[src/rtl/register_readback_serializer.sv]
`default_nettype none
// ============================================================================
//  Module      : register_readback_serializer
//  Description : Snapshots a parallel register value on request and shifts it
//                out one bit at a time over a valid/ready serial handshake,
//                MSB- or LSB-first, qualified by Tick & ClockEnable.
//  Revision    : 1.0 - initial release
// ============================================================================
module register_readback_serializer #(
  parameter int NrOfBits = 8,
  parameter bit MsbFirst = 1'b1
) (
  input  logic                Clock,
  input  logic                Reset,
  input  logic                Tick,
  input  logic                ClockEnable,
  input  logic [NrOfBits-1:0] D,
  input  logic                Start,
  input  logic                Abort,
  input  logic                SerReady,
  output logic                SerOut,
  output logic                SerValid,
  output logic                Busy,
  output logic                Done
);

  localparam int                 c_CNT_W = (NrOfBits > 2) ? $clog2(NrOfBits) : 1;
  localparam logic [c_CNT_W-1:0] c_LAST  = c_CNT_W'(NrOfBits - 1);

  typedef enum logic [1:0] {
    IDLE  = 2'd0,
    SHIFT = 2'd1,
    DONE  = 2'd2
  } state_t;

  state_t                r_state;
  state_t                w_state_nxt;
  logic [NrOfBits-1:0]   r_shift;
  logic [NrOfBits-1:0]   w_shift_nxt;
  logic [NrOfBits-1:0]   w_shifted;
  logic [c_CNT_W-1:0]    r_count;
  logic [c_CNT_W-1:0]    w_count_nxt;
  logic                  w_active;
  logic                  w_out_bit;

  assign w_active = Tick & ClockEnable;

  // Output end of the shift register and the zero-filled value after one transfer
  generate
    if (MsbFirst) begin : g_msb_first
      assign w_out_bit = r_shift[NrOfBits-1];
      assign w_shifted = {r_shift[NrOfBits-2:0], 1'b0};
    end else begin : g_lsb_first
      assign w_out_bit = r_shift[0];
      assign w_shifted = {1'b0, r_shift[NrOfBits-1:1]};
    end
  endgenerate

  // Next-state, datapath update and Moore outputs; nothing moves unless the cycle is active
  always_comb begin
    w_state_nxt = r_state;
    w_shift_nxt = r_shift;
    w_count_nxt = r_count;
    SerOut      = 1'b0;
    SerValid    = 1'b0;
    Busy        = 1'b0;
    Done        = 1'b0;
    case (r_state)
      IDLE: begin
        if (w_active && Start) begin
          w_shift_nxt = D;
          w_count_nxt = '0;
          w_state_nxt = SHIFT;
        end
      end
      SHIFT: begin
        Busy     = 1'b1;
        SerValid = 1'b1;
        SerOut   = w_out_bit;
        if (w_active) begin
          // Abort wins over a simultaneous transfer, even the last one
          if (Abort) begin
            w_state_nxt = IDLE;
          end else if (SerReady) begin
            w_shift_nxt = w_shifted;
            // The final bit ends the readback; the counter is held rather than wrapped
            if (r_count == c_LAST) begin
              w_state_nxt = DONE;
            end else begin
              w_count_nxt = r_count + 1'b1;
            end
          end
        end
      end
      DONE: begin
        Done = 1'b1;
        if (w_active) begin
          w_state_nxt = IDLE;
        end
      end
      default: begin
        w_state_nxt = IDLE;
      end
    endcase
  end

  // State and datapath registers; reset ignores the tick qualifier
  always_ff @(posedge Clock) begin
    if (Reset) begin
      r_state <= IDLE;
      r_shift <= '0;
      r_count <= '0;
    end else begin
      r_state <= w_state_nxt;
      r_shift <= w_shift_nxt;
      r_count <= w_count_nxt;
    end
  end

endmodule
`default_nettype wire
[config.mk]
export PLATFORM = sky130hd
export DESIGN_NAME = register_readback_serializer
export DESIGN_NICKNAME = d
export VERILOG_FILES = /design/src/rtl/register_readback_serializer.sv
export SDC_FILE = /design/constraint.sdc
export NUM_CORES = 1
export LEC_CHECK = 0
export CORE_ASPECT_RATIO = 0.9
export CORE_UTILIZATION = 43
export CTS_BUF_LIST = sky130_fd_sc_hd__clkbuf_8 sky130_fd_sc_hd__clkbuf_16
export CTS_CLUSTER_DIAMETER = 120
export DETAILED_ROUTE_END_ITERATION = 10
export PLACE_DENSITY = 0.72
export RECOVER_POWER = 25
export SLEW_MARGIN = 20
export SYNTH_ARGS = -nofsm -noshare
export SYNTH_HDL_FRONTEND = slang
export SYNTH_SLANG_ARGS = --single-unit
export TNS_END_PERCENT = 10
[constraint.sdc]
create_clock -name Clock -period 1.53 [get_ports Clock]
set_input_delay 0.306 -clock Clock [delete_from_list [all_inputs] [get_ports Clock]]
set_output_delay 0.306 -clock Clock [all_outputs]
set_load 0.1 [all_outputs]
==> results of run 1 <==
-- power by group through the flow --
stage	clock network [W]	logic, W	registers, W
3_3_place_gp	0	0.000175	0.000363
3_5_place_dp	0	0.000178	0.000364
4_1_cts	0.000306	0.000179	0.000357
2_1_floorplan	0	0.000100	0.000362
5_1_grt	0.000326	0.000192	0.000358
6_report	0.000300	0.000180	0.000357
-- flip-flops by register name (all words and copies together) (netlist names) --
name and cells:
r_shift 8, r_count 3, r_state 2
-- critical path, cell delays in order, from the launching register on --
cell	delay, ps
dfxtp_2	330
ha_1	210
ha_2	180
and4bb_2	320
buf_4	120
nand3b_1	80
a31oi_1	170
-- final timing paths --
kind         startpoint         end  slack [ps]  cells after the start
max          r_count[0]  r_count[0]          40                      6
min          r_shift[4]  r_shift[4]         450                      2
max reg2reg  r_count[0]  r_count[0]          40                      6
min reg2reg  r_shift[4]  r_shift[4]         450                      2
-- metal layers --
| metal | GRT usage | part of all wire | vias to the layer above |
|---|---|---|---|
| li1 | - | - | 360 |
| met3 | 0.0383 | 0.022 | 2 |
| met5 | 0 | 0 | - |
| met4 | 0.103 | 0.0086 | 0 |
| met1 | 0.259 | 0.47 | 319 |
| met2 | 0.293 | 0.49 | 10 |
-- synth_stat cells, types with 2 or more instances --
cell type	n	area (um2)
dfxtp_1	13	260
inv_1	7	26.3
buf_6	3	33.8
nand2_1	5	18.8
mux2_2	6	67.6
nor2b_1	3	18.8
mux2i_1	3	30.0
a211oi_1	13	97.6
ha_1	2	25.0
o21ai_0	2	10.0
nand3b_1	2	15.0
nand3b_2	2	22.5
a31o_2	2	17.5
nand2b_1	2	12.5
a21oi_1	2	10.0
and3b_1	2	17.5
-- kinds of logic after synthesis --
logic type | count (synthesis)
buf+inv | 12
flops | 13
fa+ha+maj | 2
simple gates | 23
mux | 9
compound gates | 22
-- repair_timing --
action	in CTS	in global routing
setup buffers	0	1
gates resized for setup	0	3
endpoints found under the setup margin	0	4
-- final cells by class --
type                    count  area share
clock buffers               3      0.0357
multi-input cells          56       0.413
well taps                  24      0.0260
clock inverters             1     0.00325
inverters                   7      0.0227
repair buffers             31       0.273
flip-flops and latches     13       0.226
-- per-stage QoR --
step	setup TNS, ps	power (W)	instance area [um2]	hold WS [ps]	setup slack [ps]
detailed placement	-779	0.000542	1100	443	-107
global route	-32.1	0.000876	1160	468	-18.1
CTS	0	0.000843	1150	456	17.3
floorplan	-892	0.000463	807	430	-329
finish	0	0.000837	1160	451	39.2
global placement	-544	0.000539	1100	446	-78.2
==> results.md, run 1 <==
* Fin. Hold Viols at 0
* Syn_area_per_cell at 9.81 um2
* Initial antenna violation count at 0
* Slew @ Worst Pin at 302 ps
* # diodes at 0
* CTS tree: yes
* Max-Cap Viols at 0
* Lkg Pwr at about 0.45 nW
* Xor/xnor cell area share of the yosys netlist at 0
* Mux share of post-synthesis cell area at 0.123
* DP HPWL at 1.30 mm
* Fraction of layout cells with a size suffix above 1 at 0.351
* Worst skew pair latency at between 200 and 250 ps
* Crit path required time at 1700 ps
* Largest net degree at the start of global routing at 16
* Final slew viol count at 0
* Antenna viol nets, final at 0
* Drt drc at 0
* Internal at 0.000626 W
* Initial Util at 0.468
* CP max FO at 4
* Clock period minus worst slack at 1490 ps
* Layout Nets at roughly 130
* Most frequent cells in the layout: 13 x a211oi_1, 13 x clkdlybuf4s50_1, 12 x buf_4, 12 x dfxtp_1, 8 x inv_1
* Critical path class: reg2reg
* Normalized max-slew margin at 0.798
* VDD IR max at 550 uV
* Routability congestion estimate at between 0.7 and 0.8
* Switching Share at 0.252
* Main combinational cell family by area after synthesis: compound AO/OA/AOI/OAI gates
* Final setup viols at 0
* CTS max path bufs at 2
* Total die area at 2020 um2
* Syn_nets at 98
* Fin cells at 135
* Area delta synth->final at 45.5%
* FP Rows at 14
* Drt pass-1 iters at 3
* Drt via density at 5.12
* YS warnings at 0
* CTS root buffer: clkbuf_8
* WL/cell at 12.9 um
* Storage element area at between 200 and 300 um2
* Post-synthesis register bit count at 13
* Synth cell types at 28
* Adder-cell share of the synthesized area at 0.0315
* Final period utilization at 0.974
* EDFF count, synth at 0
* Die height at around 43 um
* Outcome: finished, final reports clean
* Psw at 0.000211 W
* Die Span X at 47.3 um
* Gate power share at 0.215
* Compound-Gate Fraction of Synth Area at 0.216
* Simple-Gate Fraction of Synth Area at 0.213
* GR Overflow Total at 0
* Dpl cells at 130
* # IOs at 19
* Final Skew at between 5 and 6 ps
* Worst Path Arrival at 1660 ps
* Multi-input gate area at 478 um2
* Vias post-DR at 691
* Synth Cell Area at just under 800 um2
* Hold_buf cts at 0
* CP startpoint kind: register
* Clock sink count at 13
* Reg power frac at 0.426
* GRT Total Usage at 0.196
* DRT iter0 DRCs at 4
* PwrDens at 724 nW/um2
* Ys async rst share at 0
* Area of the core at 1700 um2
* I/O Buffers at 18
* Fmax at 671 MHz
* Clk pwr share at 0.359
* H-tree levels at 1
* Worst hold path type: reg2reg
* CP endpoint kind: register
* Clock-pin slew on the worst setup and hold paths at 60 ps
* CTS Buf Count at 3
* Number of fill cells at 146
* Seq/Total Area, Yosys at 0.328
* Final WL at 1.75 mm
* First-pass GRT wire length at 2.79 mm
* Ys flop type: dfxtp_1
* Post-layout util at 0.680
* Mapped Cells at around 80
* Number of global-route vias before repair at 659
Power figures use the tool's default switching activity.
==> run 2: changes to the inputs <==
Settings changed: CORE_UTILIZATION 43 to 40, PLACE_DENSITY 0.72 to 0.68.
==> results.md, run 2 (synthesis results as in run 1) <==
* Gate power share at 0.218 (+0.003)
* CP endpoint: r_count[0]
* First-pass GRT wire length at 2.80 mm (+0.25%)
* Unrepaired setup endpoints after global routing: false
* Critical path startpoint: r_count[0]
* Die height at 44.3 um (+3.5%)
* Fraction of layout cells with a size suffix above 1 at 0.360 (+0.00901)
* Critical path class: reg2reg
* Crit path required time at 1680 ps (-20 ps)
* Dpl cell area at 1110 um2 (+0.68%)
* Final period utilization at 0.961 (-0.0132)
* Max-Cap Viols at 0 (unchanged)
* Normalized max-slew margin at 0.798 (about the same)
* Reg power frac at 0.432 (+0.006)
* # IOs at 19 (unchanged)
* DP HPWL at 1.28 mm (-2.1%)
* Area delta synth->final at 45.8%
* Internal at 0.000627 W (+0.15%)
* Total Power at 0.000828 W (-1.1%)
* Final Skew at 2.76 ps (-2.63 ps)
* Clock period minus worst slack at 1470 ps (-20.2 ps)
* GRT Total Usage at 0.171 (-0.0251)
* RR Endpoint: r_count[0]
* I/O Buffers at 18 (unchanged)
* Clk pwr share at 0.350 (-0.009)
* Psw at 0.000201 W (-4.9%)
* Drt drc at 0 (unchanged)
* Number of global-route vias before repair at 667 (+1.2%)
* CP endpoint kind: register
* CTS tree: yes
* CP max FO at 4 (unchanged)
* Lkg Pwr at 0.453 nW (+0.98%)
* Number of fill cells at 150 (+2.7%)
* Drt pass-1 iters at 4 (+1)
* Final slew viol count at 0 (unchanged)
* Routability congestion estimate at 0.813 (+6.6%)
* Fin. Hold Viols at 0 (unchanged)
* Max reg flops at 8 (unchanged)
* # diodes at 0 (unchanged)
* Die Span X at 49.0 um (+3.5%)
* Clock sink count at 13 (unchanged)
* Initial antenna violation count at 0 (unchanged)
* CP startpoint kind: register
* H-tree levels at 1 (unchanged)
* CTS Buf Count at 3 (unchanged)
* Slew @ Worst Pin at 302 ps (+0.576 ps)
* Initial Util at 0.449 (-0.0185)
* Antenna viol nets, final at 0 (unchanged)
* CTS root buffer: clkbuf_8
* DRT iter0 DRCs at 8 (+4)
* Storage element area at 264 um2 (+0.96%)
* CTS max path bufs at 2 (unchanged)
* Most frequent cells in the layout: 14 x clkdlybuf4s50_1, 13 x a211oi_1, 13 x buf_4, 10 x dfxtp_1, 8 x inv_1
* VDD IR max at 845 uV (+54%)
* Vias post-DR at 714 (+3.3%)
* Worst slack, placed at -100 ps (+6.46 ps)
* Outcome: finished, final reports clean
* Area of the core at 1770 um2 (+4.1%)
* Switching Share at 0.243 (-0.00963)
* Commonest non-fill, non-tap cell in the layout: clkdlybuf4s50_1
* Clock-pin slew on the worst setup and hold paths at 50 ps (about the same)
* Reg2Reg Setup Slack at 60 ps (+20 ps)
* Layout Nets at 129 (unchanged)
* Final WL at 1.61 mm (-7.7%)
* Reg2Reg Depth at 6 (unchanged)
* Final setup viols at 0 (unchanged)
* Total die area at 2170 um2 (+7.2%)
* Worst skew pair latency at 240 ps (about the same)
* Postcts setup bufs at 0 (unchanged)
* Largest net degree at the start of global routing at 11 (-5)
* WL/cell at 11.9 um (-7.7%)
* Final Instance Area at 1160 um2 (+0.22%)
* Worst Path Arrival at 1620 ps (-40 ps)
* PwrDens at 714 nW/um2 (-1.3%)
* FP Rows at 14 (unchanged)
* Drt via density at 5.29 (+3.3%)
* Multi-input gate area at 475 um2 (-0.52%)
* Largest regs: r_shift: 8 flops, r_count: 3 flops, r_state: 2 flops
* Biggest register: r_shift
* Setup ws final at 59.4 ps (+20.2 ps)
* Worst hold path type: reg2reg
* Source of the worst register-to-register timing path: r_count[0]
* Fmax at 680 MHz (+1.4%)
* GR Overflow Total at 0 (unchanged)
[run 2: cell count changes in the layout (fill, tap and decap cells not counted), sizes merged]
| cell | delta |
|---|---|
| clkdlybuf4s50 | +1 |
| dlygate4sd3 | -1 |
| buf | +1 |
| clkbuf | -1 |
[run 2: how the worst min path moves through the flow]
stage | to | cells after the start | slack (ps) | from
floorplan | r_shift[2] | 2 | 430 | r_shift[2]
global placement | r_shift[2] | 2 | 440 | r_shift[2]
detailed placement | r_shift[4] | 2 | 450 | r_shift[4]
CTS | r_shift[4] | 2 | 460 | r_shift[4]
global route | r_shift[2] | 2 | 470 | r_shift[2]
finish | r_shift[7] | 2 | 460 | r_shift[7]
[run 2: timing repair]
| item | in CTS | in global routing |
|---|---|---|
| endpoints found under the setup margin | 0 | 4 |
| resized for setup | 0 | 4 |
| hold buffers | 0 | 0 |
[run 2: metal layers]
| metal | part of all wire | vias up | GRT usage |
|---|---|---|---|
| li1 | - | 362 | - |
| met1 | 0.48 | 341 | 0.200 |
| met2 | 0.49 | 11 | 0.314 |
| met3 | 0.034 | 0 | 0.0515 |
| met4 | 0 | 0 | 0.0353 |
| met5 | 0 | - | 0 |
[run 2: worst max-delay path, cell delays in order (launching register included)]
cell and delay [ps]:
dfxtp_2 330, ha_1 190, ha_1 200, and4bb_2 310
buf_4 110, nand3b_1 60, a31oi_1 180
[run 2: power by group through the flow]
stage	combinational, W	clock (W)	sequential, W
2_1_floorplan	0.000100	0	0.000362
3_3_place_gp	0.000177	0	0.000364
3_5_place_dp	0.000180	0	0.000365
4_1_cts	0.000181	0.000300	0.000357
5_1_grt	0.000193	0.000320	0.000359
6_report	0.000181	0.000289	0.000358
[run 2: stage by stage]
| stage | TNS, ps | cells | hold WS, ps | utilization |
|---|---|---|---|---|
| CTS | 0 | 135 | 458 | 0.653 |
| floorplan | -892 | 81 | 430 | - |
| detailed placement | -785 | 131 | 446 | 0.627 |
| finish | 0 | 135 | 455 | 0.655 |
| global route | 0 | 135 | 470 | 0.655 |
| global placement | -613 | 131 | 445 | 0.627 |
[run 2: layout make-up]
type | instances | share of cell area
multi-input cells | 56 | 0.410
clock buffers | 3 | 0.0356
inverters | 7 | 0.0227
well taps | 24 | 0.0259
repair buffers | 31 | 0.274
clock inverters | 1 | 0.00324
flip-flops and latches | 13 | 0.228
